--- src/rtl/traffic_pkg.sv ---
// rtl/traffic_pkg.sv - shared phase encoding and lamp constants for the intersection sequencer
package traffic_pkg;

  typedef enum logic [1:0] {
    ALL_RED = 2'd0,
    GREEN   = 2'd1,
    YELLOW  = 2'd2,
    FLASH   = 2'd3
  } phase_e;

  // Bit positions inside one approach's [0:2] lamp triple.
  localparam int LED_RED = 0;
  localparam int LED_YEL = 1;
  localparam int LED_GRN = 2;

  localparam logic [0:2] LAMP_RED = 3'b100;
  localparam logic [0:2] LAMP_YEL = 3'b010;
  localparam logic [0:2] LAMP_GRN = 3'b001;

endpackage

--- src/rtl/next_light_picker.sv ---
// rtl/next_light_picker.sv - chooses the approach that receives the next green
module next_light_picker
  import traffic_pkg::*;
#(
  parameter int NUM_LIGHTS = 4,
  localparam int IW = $clog2(NUM_LIGHTS)
) (
  input  logic [NUM_LIGHTS-1:0] force_reds,
  input  logic [NUM_LIGHTS-1:0] preferentials,
  input  logic [IW-1:0]         active_idx,
  output logic [IW-1:0]         pick,
  output logic                  any_eligible
);

  logic [NUM_LIGHTS-1:0] eligible;
  logic [NUM_LIGHTS-1:0] active_mask;
  logic [NUM_LIGHTS-1:0] pref_mask;
  logic                  others_eligible;

  assign eligible        = ~force_reds;
  assign active_mask     = NUM_LIGHTS'(1) << active_idx;
  assign others_eligible = |(eligible & ~active_mask);
  assign any_eligible    = |eligible;

  // The approach just served only competes for priority when nobody else can go.
  assign pref_mask = eligible & preferentials & (others_eligible ? ~active_mask : '1);

  // Lowest preferential index wins; otherwise scan forward from the current approach.
  always_comb begin
    logic found;
    int   j;
    pick  = active_idx;
    found = 1'b0;
    j     = 0;
    for (int i = 0; i < NUM_LIGHTS; i++) begin
      if (!found && pref_mask[i]) begin
        pick  = IW'(i);
        found = 1'b1;
      end
    end
    for (int k = 1; k <= NUM_LIGHTS; k++) begin
      j = int'(active_idx) + k;
      if (j >= NUM_LIGHTS) j = j - NUM_LIGHTS;
      if (!found && eligible[j]) begin
        pick  = IW'(j);
        found = 1'b1;
      end
    end
  end

endmodule

--- src/rtl/intersection_sequencer.sv ---
// rtl/intersection_sequencer.sv - N-approach traffic-light sequencer with priority, force-red and flash modes
module intersection_sequencer
  import traffic_pkg::*;
#(
  parameter int NUM_LIGHTS   = 4,
  parameter int TIMER_W      = 8,
  parameter int GREEN_TICKS  = 3,
  parameter int YELLOW_TICKS = 1,
  parameter int ALLRED_TICKS = 1,
  parameter int FLASH_TICKS  = 2,
  localparam int IW = $clog2(NUM_LIGHTS)
) (
  input  logic                        clk,
  input  logic                        rst,
  input  logic                        tick,
  input  logic                        attention,
  input  logic [NUM_LIGHTS-1:0]       force_reds,
  input  logic [NUM_LIGHTS-1:0]       preferentials,
  output logic [NUM_LIGHTS-1:0][0:2]  ltfs,
  output logic [NUM_LIGHTS-1:0]       lgreen,
  output logic [IW-1:0]               active_idx,
  output phase_e                      phase
);

  phase_e             state_q, state_d;
  logic [TIMER_W-1:0] timer_q, timer_d;
  logic [IW-1:0]      idx_q, idx_d;
  logic               flash_q, flash_d;
  logic [TIMER_W-1:0] dur_m1;
  logic               phase_end;
  logic [IW-1:0]      pick;
  logic               any_eligible;

  next_light_picker #(
    .NUM_LIGHTS(NUM_LIGHTS)
  ) u_picker (
    .force_reds   (force_reds),
    .preferentials(preferentials),
    .active_idx   (idx_q),
    .pick         (pick),
    .any_eligible (any_eligible)
  );

  // Last timer value of the phase currently running.
  always_comb begin
    dur_m1 = TIMER_W'(ALLRED_TICKS - 1);
    case (state_q)
      GREEN:   dur_m1 = TIMER_W'(GREEN_TICKS - 1);
      YELLOW:  dur_m1 = TIMER_W'(YELLOW_TICKS - 1);
      FLASH:   dur_m1 = TIMER_W'(FLASH_TICKS - 1);
      default: dur_m1 = TIMER_W'(ALLRED_TICKS - 1);
    endcase
  end

  assign phase_end = tick && (timer_q == dur_m1);

  // Next-state logic; priority is attention, then force-red of the green approach, then expiry.
  always_comb begin
    state_d = state_q;
    timer_d = timer_q;
    idx_d   = idx_q;
    flash_d = flash_q;
    if (attention) begin
      if (state_q != FLASH) begin
        state_d = FLASH;
        timer_d = '0;
        flash_d = 1'b1;
      end else if (phase_end) begin
        timer_d = '0;
        flash_d = ~flash_q;
      end else if (tick) begin
        timer_d = timer_q + TIMER_W'(1);
      end
    end else if (state_q == FLASH) begin
      // Leaving attention restarts service from approach 0 (or a preferential).
      state_d = ALL_RED;
      timer_d = '0;
      idx_d   = IW'(NUM_LIGHTS - 1);
    end else if (state_q == GREEN && force_reds[idx_q]) begin
      state_d = YELLOW;
      timer_d = '0;
    end else if (phase_end) begin
      timer_d = '0;
      case (state_q)
        ALL_RED: begin
          if (any_eligible) begin
            state_d = GREEN;
            idx_d   = pick;
          end
        end
        GREEN:   state_d = YELLOW;
        YELLOW:  state_d = ALL_RED;
        default: state_d = ALL_RED;
      endcase
    end else if (tick) begin
      timer_d = timer_q + TIMER_W'(1);
    end
  end

  // State registers with synchronous reset into a clean all-red phase.
  always_ff @(posedge clk) begin
    if (rst) begin
      state_q <= ALL_RED;
      timer_q <= '0;
      idx_q   <= IW'(NUM_LIGHTS - 1);
      flash_q <= 1'b1;
    end else begin
      state_q <= state_d;
      timer_q <= timer_d;
      idx_q   <= idx_d;
      flash_q <= flash_d;
    end
  end

  // Lamp decode from the registered state.
  always_comb begin
    for (int i = 0; i < NUM_LIGHTS; i++) ltfs[i] = LAMP_RED;
    lgreen = '0;
    case (state_q)
      GREEN: begin
        ltfs[idx_q]   = LAMP_GRN;
        lgreen[idx_q] = 1'b1;
      end
      YELLOW: ltfs[idx_q] = LAMP_YEL;
      FLASH: begin
        for (int i = 0; i < NUM_LIGHTS; i++) begin
          ltfs[i]          = '0;
          ltfs[i][LED_YEL] = flash_q;
        end
      end
      default: ;
    endcase
  end

  assign active_idx = idx_q;
  assign phase      = state_q;

endmodule

--- config.mk ---
export PLATFORM = sky130hd
export DESIGN_NAME = intersection_sequencer
export DESIGN_NICKNAME = d
export VERILOG_FILES = /design/src/rtl/traffic_pkg.sv /design/src/rtl/next_light_picker.sv /design/src/rtl/intersection_sequencer.sv
export SDC_FILE = /design/constraint.sdc
export NUM_CORES = 1
export LEC_CHECK = 0
export ABC_AREA = 1
export BUFFER_PORTS_ARGS = -buffer_cell sky130_fd_sc_hd__buf_4
export CORE_ASPECT_RATIO = 0.6
export CORE_MARGIN = 2
export CORE_UTILIZATION = 43
export CTS_CLUSTER_SIZE = 16
export DETAILED_ROUTE_END_ITERATION = 6
export HOLD_SLACK_MARGIN = 0.03
export PLACE_DENSITY = 0.66
export SYNTH_ARGS = -nofsm -noshare
export SYNTH_HDL_FRONTEND = slang
export SYNTH_HIERARCHICAL = 1
export SYNTH_SLANG_ARGS = --single-unit
--- constraint.sdc ---
create_clock -name clk -period 6 [get_ports clk]
set_clock_uncertainty 0.15 [all_clocks]
set_input_delay 0.3 -clock clk [delete_from_list [all_inputs] [get_ports clk]]
set_output_delay 0.3 -clock clk [all_outputs]
set_load 0.01 [all_outputs]
Yosys cells after proc, flatten, opt, wreduce, memory -nomap -nowiden:

Cells that the tools add are included.
Widths: inputs -> output; s select.

* bits in registers: 13
* input port bits: 12
* word-level logic and storage cells: 130

* shift operators: 1
* mux-type cells: 61
* equal/unequal tests: 8
* add/subtract/negate cells: 9
* reductions and logical operators: 29
* $lt $le $gt $ge: 10
* bitwise gates (word level): 8

Operators with widths (count)
* $ge 32x4->1 const B: 4
* $lt 32x4->1 const B: 4
* $mux 32: 4
* $sub 32x4->32 const B: 4
* $mux 8: 6
* $mux 2: 19
* $pmux 12 s3: 1
* $mux 1: 19
* $and 4x4->4: 3
* $not 4->4: 3
* $bmux 1 s2: 5
* $logic_and 1x1->1: 10
* $reduce_bool 9->1: 1
* $add 8x1->8 const B: 1
* $eq 8x8->1: 1
* $mux 4: 2
* $pmux 2 s2: 2
* $reduce_bool 2->1: 4
* $reduce_or 4->1: 2
* $logic_not 1->1: 7
* $add 2x2->3 const B: 2
* $demux 3 s2: 1
* $reduce_and 6->1: 1
* $ne 5x5->1 const B: 1
* other kinds (16): 19

Logic depth before layout (Yosys ltp):

* depth in word-level cells: 33
* depth in mapped cells: 17
* mapped depth without buffers: 16

By module:

The synthesis kept the hierarchy.

By module, submodules not included
* intersection_sequencer: area each 918.4 um2, sequential area each 260.2 um2, times used 1, cells an instance 147
* next_light_picker: area each 437.9 um2, sequential area each 0.0 um2, times used 1, cells an instance 85

Least setup slack after synthesis:

Ideal clock, no wire load.

* path type: reg2reg
* start point: reg idx_q[0], in the netlist active_idx[0]
* end point: reg idx_q[1], in the netlist active_idx[1]
* path buffers: 1
* clock period less this slack: 2.448 ns
* data arrival time: 2.173 ns
* setup slack: 3.552 ns
* setup time: 0.125 ns
* cell stages (with the launch flop): 16
* cells stage by stage: dfxtp_1 -> buf_6 -> inv_8 -> ha_1 -> inv_1 -> nand3_2 -> nand2_2 -> nor2_2 -> nand3_1 -> nor2_2 -> nand2_1 -> nor2_1 -> nor2_1 -> or2_2 -> nand3_1 -> nand3_1

* cells in the longest elaborated chain, start to end: 33

RTL lines
* start: declaration: RTL line intersection_sequencer.sv:27 `logic [IW-1:0] idx_q, idx_d;`
* start signal: assignment: RTL line intersection_sequencer.sv:105 `idx_q <= IW'(NUM_LIGHTS - 1);`
* start signal: assignment: RTL line intersection_sequencer.sv:110 `idx_q <= idx_d;`
* parallel branches: the longest is 27 deep, another holds $sub 32x4->32
* $mux 2 (*): RTL line next_light_picker.sv:44 `if (!found && eligible[j]) begin`
* via pick[1]: RTL line intersection_sequencer.sv:31 `logic [IW-1:0] pick;`
* $mux 2 (*): RTL line intersection_sequencer.sv:86 `if (any_eligible) begin`
* $mux 2 (*): RTL line intersection_sequencer.sv:84 `case (state_q)`
* $mux 2 (*): RTL line intersection_sequencer.sv:82 `end else if (phase_end) begin`
* $mux 2 (*): RTL line intersection_sequencer.sv:79 `end else if (state_q == GREEN && force_reds[idx_q]) begin`
* $mux 2 (*): RTL line intersection_sequencer.sv:74 `end else if (state_q == FLASH) begin`

Mark *: on every way through the listed nets, which the timed path passes. The select of a mux whose other input is x is not followed.
A chain may end at the register's enable or synchronous reset.

Final worst setup path:

Same ends and word-level chain as after synthesis.

==> flow_summary.yaml <==
status:
  status: "finished, final reports clean"
synth:
  share_of_synthesized_area_occupied_by_flip_flops_and_latches: 0.192
  flip_flop_cell_with_the_highest_count_after_synthesis: "sky130_fd_sc_hd__dfxtp_1"
  synthesized_netlist_net_count: 253
  post_synth_inst_count: 232
  syn_area_per_cell_sq_um: 5.85
  synth-edff-count: 0
  synth.yosys.warnings: 6
  async_flop_share: 0
  syn_area_sq_mm: 0.00136
  synth_cell_types: 23
  postSynthRegisterBits: 13
die:
  rows: 15
  fp.coreArea_sq_mm: 0.00293
  die_y_um: 47.5
  fp.dieW_um: 76.5
  io_pins: 32
  initial_core_util: 0.463
  fp.dieArea_sq_mm: 0.00363
setup_path:
  worst-endpoint-required_ps: 5980
  crit_top_cell: "sky130_fd_sc_hd__nand3_1"
  timing.setup.critical_path_class: "reg -> reg"
  worst-r2r-cell-count: 14
  timing.critical_path.fanout_max: 18
  critical_path_arrival_ps: 2710
  cp_slowest_cell: "sky130_fd_sc_hd__dfxtp_1"
  start_kind: "flop"
  worstPathBufferInverterCount: 2
  critical_path.endpoint_type: "flop"
  cpPeakStageDelay_ps: 820
  startpoint_of_the_most_critical_register_to_register_path: "active_idx[0]"
  regToRegEndpoint: "active_idx[1]"
  worst_path_dominant_cell_family: "simple AND/OR/NAND/NOR gates"
  reg2reg_slack_ps: 3270
  crit_path_cell_trace: "inv_8 > ha_1 > inv_1 > nand3_2 > nand2_2 > nor2_2 > nand3_1 > nor2_2 > nand2_1 > nor2_1 > nor2_1 > or2_2 > nand3_1 > nand3_1"
clocking:
  clk_latency_ps: 250
  max-clock-path-buffers: 2
  tritoncts: "yes"
  tritoncts_num_sinks: 13
  holdBufCountCts: 0
  post_cts.repair.setup_buffers: 0
  cts_buffers: 3
  htreeDepth: 1
  cell_at_the_root_of_the_clock_tree: "sky130_fd_sc_hd__clkbuf_8"
  ctsResizeCount: 0
  worst_setup_hold_path_clk_slew_ps: 60
global_route:
  first_pass_grt_wire_length_um: 5280
  grt-ovfl-total: 0
  maximum_number_of_pins_on_one_net_before_global_route_repair: 19
  first_global_vias: 1104
  number_of_antenna_violations_at_the_first_check_in_global_routing: 0
  global_route.usage.total: 0.186
timing:
  finalSetupViolations: 0
  final_max_slew_viol_count: 0
  final_critical_path_setup_slack_ps: 3270
  finalSetupTns_ps: 0
  timing.max_slew.rel_slack: 0.485
  tightest_slew_ps: 771
  timing.final.hold_violations: 0
  post-route-period-util: 0.455
  hold_ws_ps: 192
  highest_clock_rate_mhz: 367
  final.min_clock_period_ps: 2730
  rsz0062_at_grt: "no"
place:
  post_dp_cell_area_sq_mm: 0.00162
  place_ws_ps: 3280
  place.detailed.hpwl_um: 2720
  gp_congestion: 0.889
  port_buffers: 31
drt:
  drc_errors: 0
  totalWireLength_um: 3380
  detail_route.wl_per_cell_um: 11.0
  routed_via_density: 4.78
  drt.antenna.violating_nets: 0
  total_via_count_in_the_routed_design: 1464
  dr.first_iter.drc_count: 120
  first_pass_iters: 4
finish:
  diodes: 0
  fin_nets: 286
  area_delta_synth_final_pct: 22.5
  postLayoutCellArea_sq_mm: 0.00166
  post_route_cells_drive_above_1_share: 0.231
worst_hold_path:
  worstHoldEndpoint: "flash_q"
  hold_path_class: "in -> reg"
  timing.hold.worst_path_depth: 3
  worstHoldStart: "attention"
flow_run:
  max_cap_viol_count: 0
pwr:
  power_density_mw_per_mm2: 237
  peakVddDrop_mv: 0.0998
  cellLeakagePower_nw: 0.860
## report_power, final
group | internal (W) | total [W] | switching, W
Sequential | 0.0000920 | 0.000107 | 0.0000146
Combinational | 0.0000841 | 0.000205 | 0.000121
Clock | 0.0000460 | 0.0000820 | 0.0000360
Total | 0.000222 | 0.000394 | 0.000172
## per-stage QoR
step | utilization | cells | power [W]
2_1_floorplan | - | 232 | 0.000250
3_3_place_gp | 0.552 | 302 | 0.000315
3_5_place_dp | 0.552 | 302 | 0.000313
4_1_cts | 0.568 | 306 | 0.000398
5_1_grt | 0.568 | 306 | 0.000425
6_report | 0.568 | 306 | 0.000394
## Yosys cell counts, types with 4 or more instances
| cell | number | area share |
|---|---|---|
| sky130_fd_sc_hd__nand2_1 | 66 | 0.18 |
| sky130_fd_sc_hd__nor2_1 | 34 | 0.094 |
| sky130_fd_sc_hd__nand3_1 | 25 | 0.092 |
| sky130_fd_sc_hd__inv_1 | 24 | 0.066 |
| sky130_fd_sc_hd__dfxtp_1 | 13 | 0.19 |
| sky130_fd_sc_hd__a21oi_1 | 11 | 0.041 |
| sky130_fd_sc_hd__ha_1 | 9 | 0.083 |
| sky130_fd_sc_hd__nand2_2 | 9 | 0.042 |
| sky130_fd_sc_hd__nor3_1 | 8 | 0.030 |
| sky130_fd_sc_hd__inv_2 | 5 | 0.014 |
| sky130_fd_sc_hd__o21ai_0 | 4 | 0.015 |
| sky130_fd_sc_hd__xor2_1 | 4 | 0.026 |
## final cells by class
cell class / count / area (sq um)
well taps: 42 / 52.6
repair buffers: 31 / 233
clock buffers: 3 / 41.3
fillers: 321 / 1270
flip-flops and latches: 13 / 260
multi-input cells: 186 / 950
inverters: 30 / 120
clock inverters: 1 / 5.00
## flip-flops by register name, indices dropped and copies added, names as in the netlist
name,flops
timer_q,8
phase,2
active_idx,2
flash_q,1
## kinds of logic (layout without fill, tap and decap cells)
family / count (synthesis) / after routing / share of synthesized area
adders and majority gates: 9 / 9 / 0.0830
DFF: 13 / 13 / 0.192
buffers and inverters: 33 / 65 / 0.108
AOI/OAI and AO/OA: 18 / 18 / 0.0738
and+or+nand+nor: 155 / 155 / 0.518
xor gates and xnor gates: 4 / 4 / 0.0258
## placed cells by master, fill, tap and decap left out, drive strengths merged
master,n
o21ai,5
xor2,4
nor2,37
a21oi,11
nand4,3
o22a,1
nand2,75
clkbuf,3
nor3,8
inv,30
o211ai,1
buf,31
clkinv,1
ha,9
dfxtp,13
nor3b,2
or2,2
nand3,28
## worst register-to-register path, stage by stage (launching register included)
cell and delay [ps]:
sky130_fd_sc_hd__dfxtp_1 820, sky130_fd_sc_hd__inv_8 90, sky130_fd_sc_hd__ha_1 420, sky130_fd_sc_hd__inv_1 70, sky130_fd_sc_hd__nand3_2 90, sky130_fd_sc_hd__nand2_2 80, sky130_fd_sc_hd__nor2_2 100, sky130_fd_sc_hd__nand3_1 80
sky130_fd_sc_hd__nor2_2 130, sky130_fd_sc_hd__nand2_1 60, sky130_fd_sc_hd__nor2_1 80, sky130_fd_sc_hd__nor2_1 40, sky130_fd_sc_hd__or2_2 260, sky130_fd_sc_hd__nand3_1 80, sky130_fd_sc_hd__nand3_1 70
## routing by layer
| metal | track usage | wire [um] | vias to the layer above |
|---|---|---|---|
| li1 | - | - | 803 |
| met3 | 0.0491 | 328 | 2 |
| met2 | 0.244 | 1180 | 62 |
| met5 | 0 | 0 | - |
| met1 | 0.292 | 1860 | 597 |
| met4 | 0.0436 | 14 | 0 |
## worst max-delay path by stage
| stage | slack, ps | endpoint | cells past startpoint | startpoint |
|---|---|---|---|---|
| 2_1_floorplan | 3550 | active_idx[1] | 15 | active_idx[0] |
| 3_3_place_gp | 3310 | active_idx[0] | 15 | active_idx[0] |
| 3_5_place_dp | 3280 | active_idx[1] | 14 | active_idx[0] |
| 4_1_cts | 3260 | active_idx[1] | 14 | active_idx[0] |
| 5_1_grt | 3030 | active_idx[1] | 14 | active_idx[0] |
| 6_report | 3270 | active_idx[1] | 14 | active_idx[0] |
(Power assumes the default switching activity.)
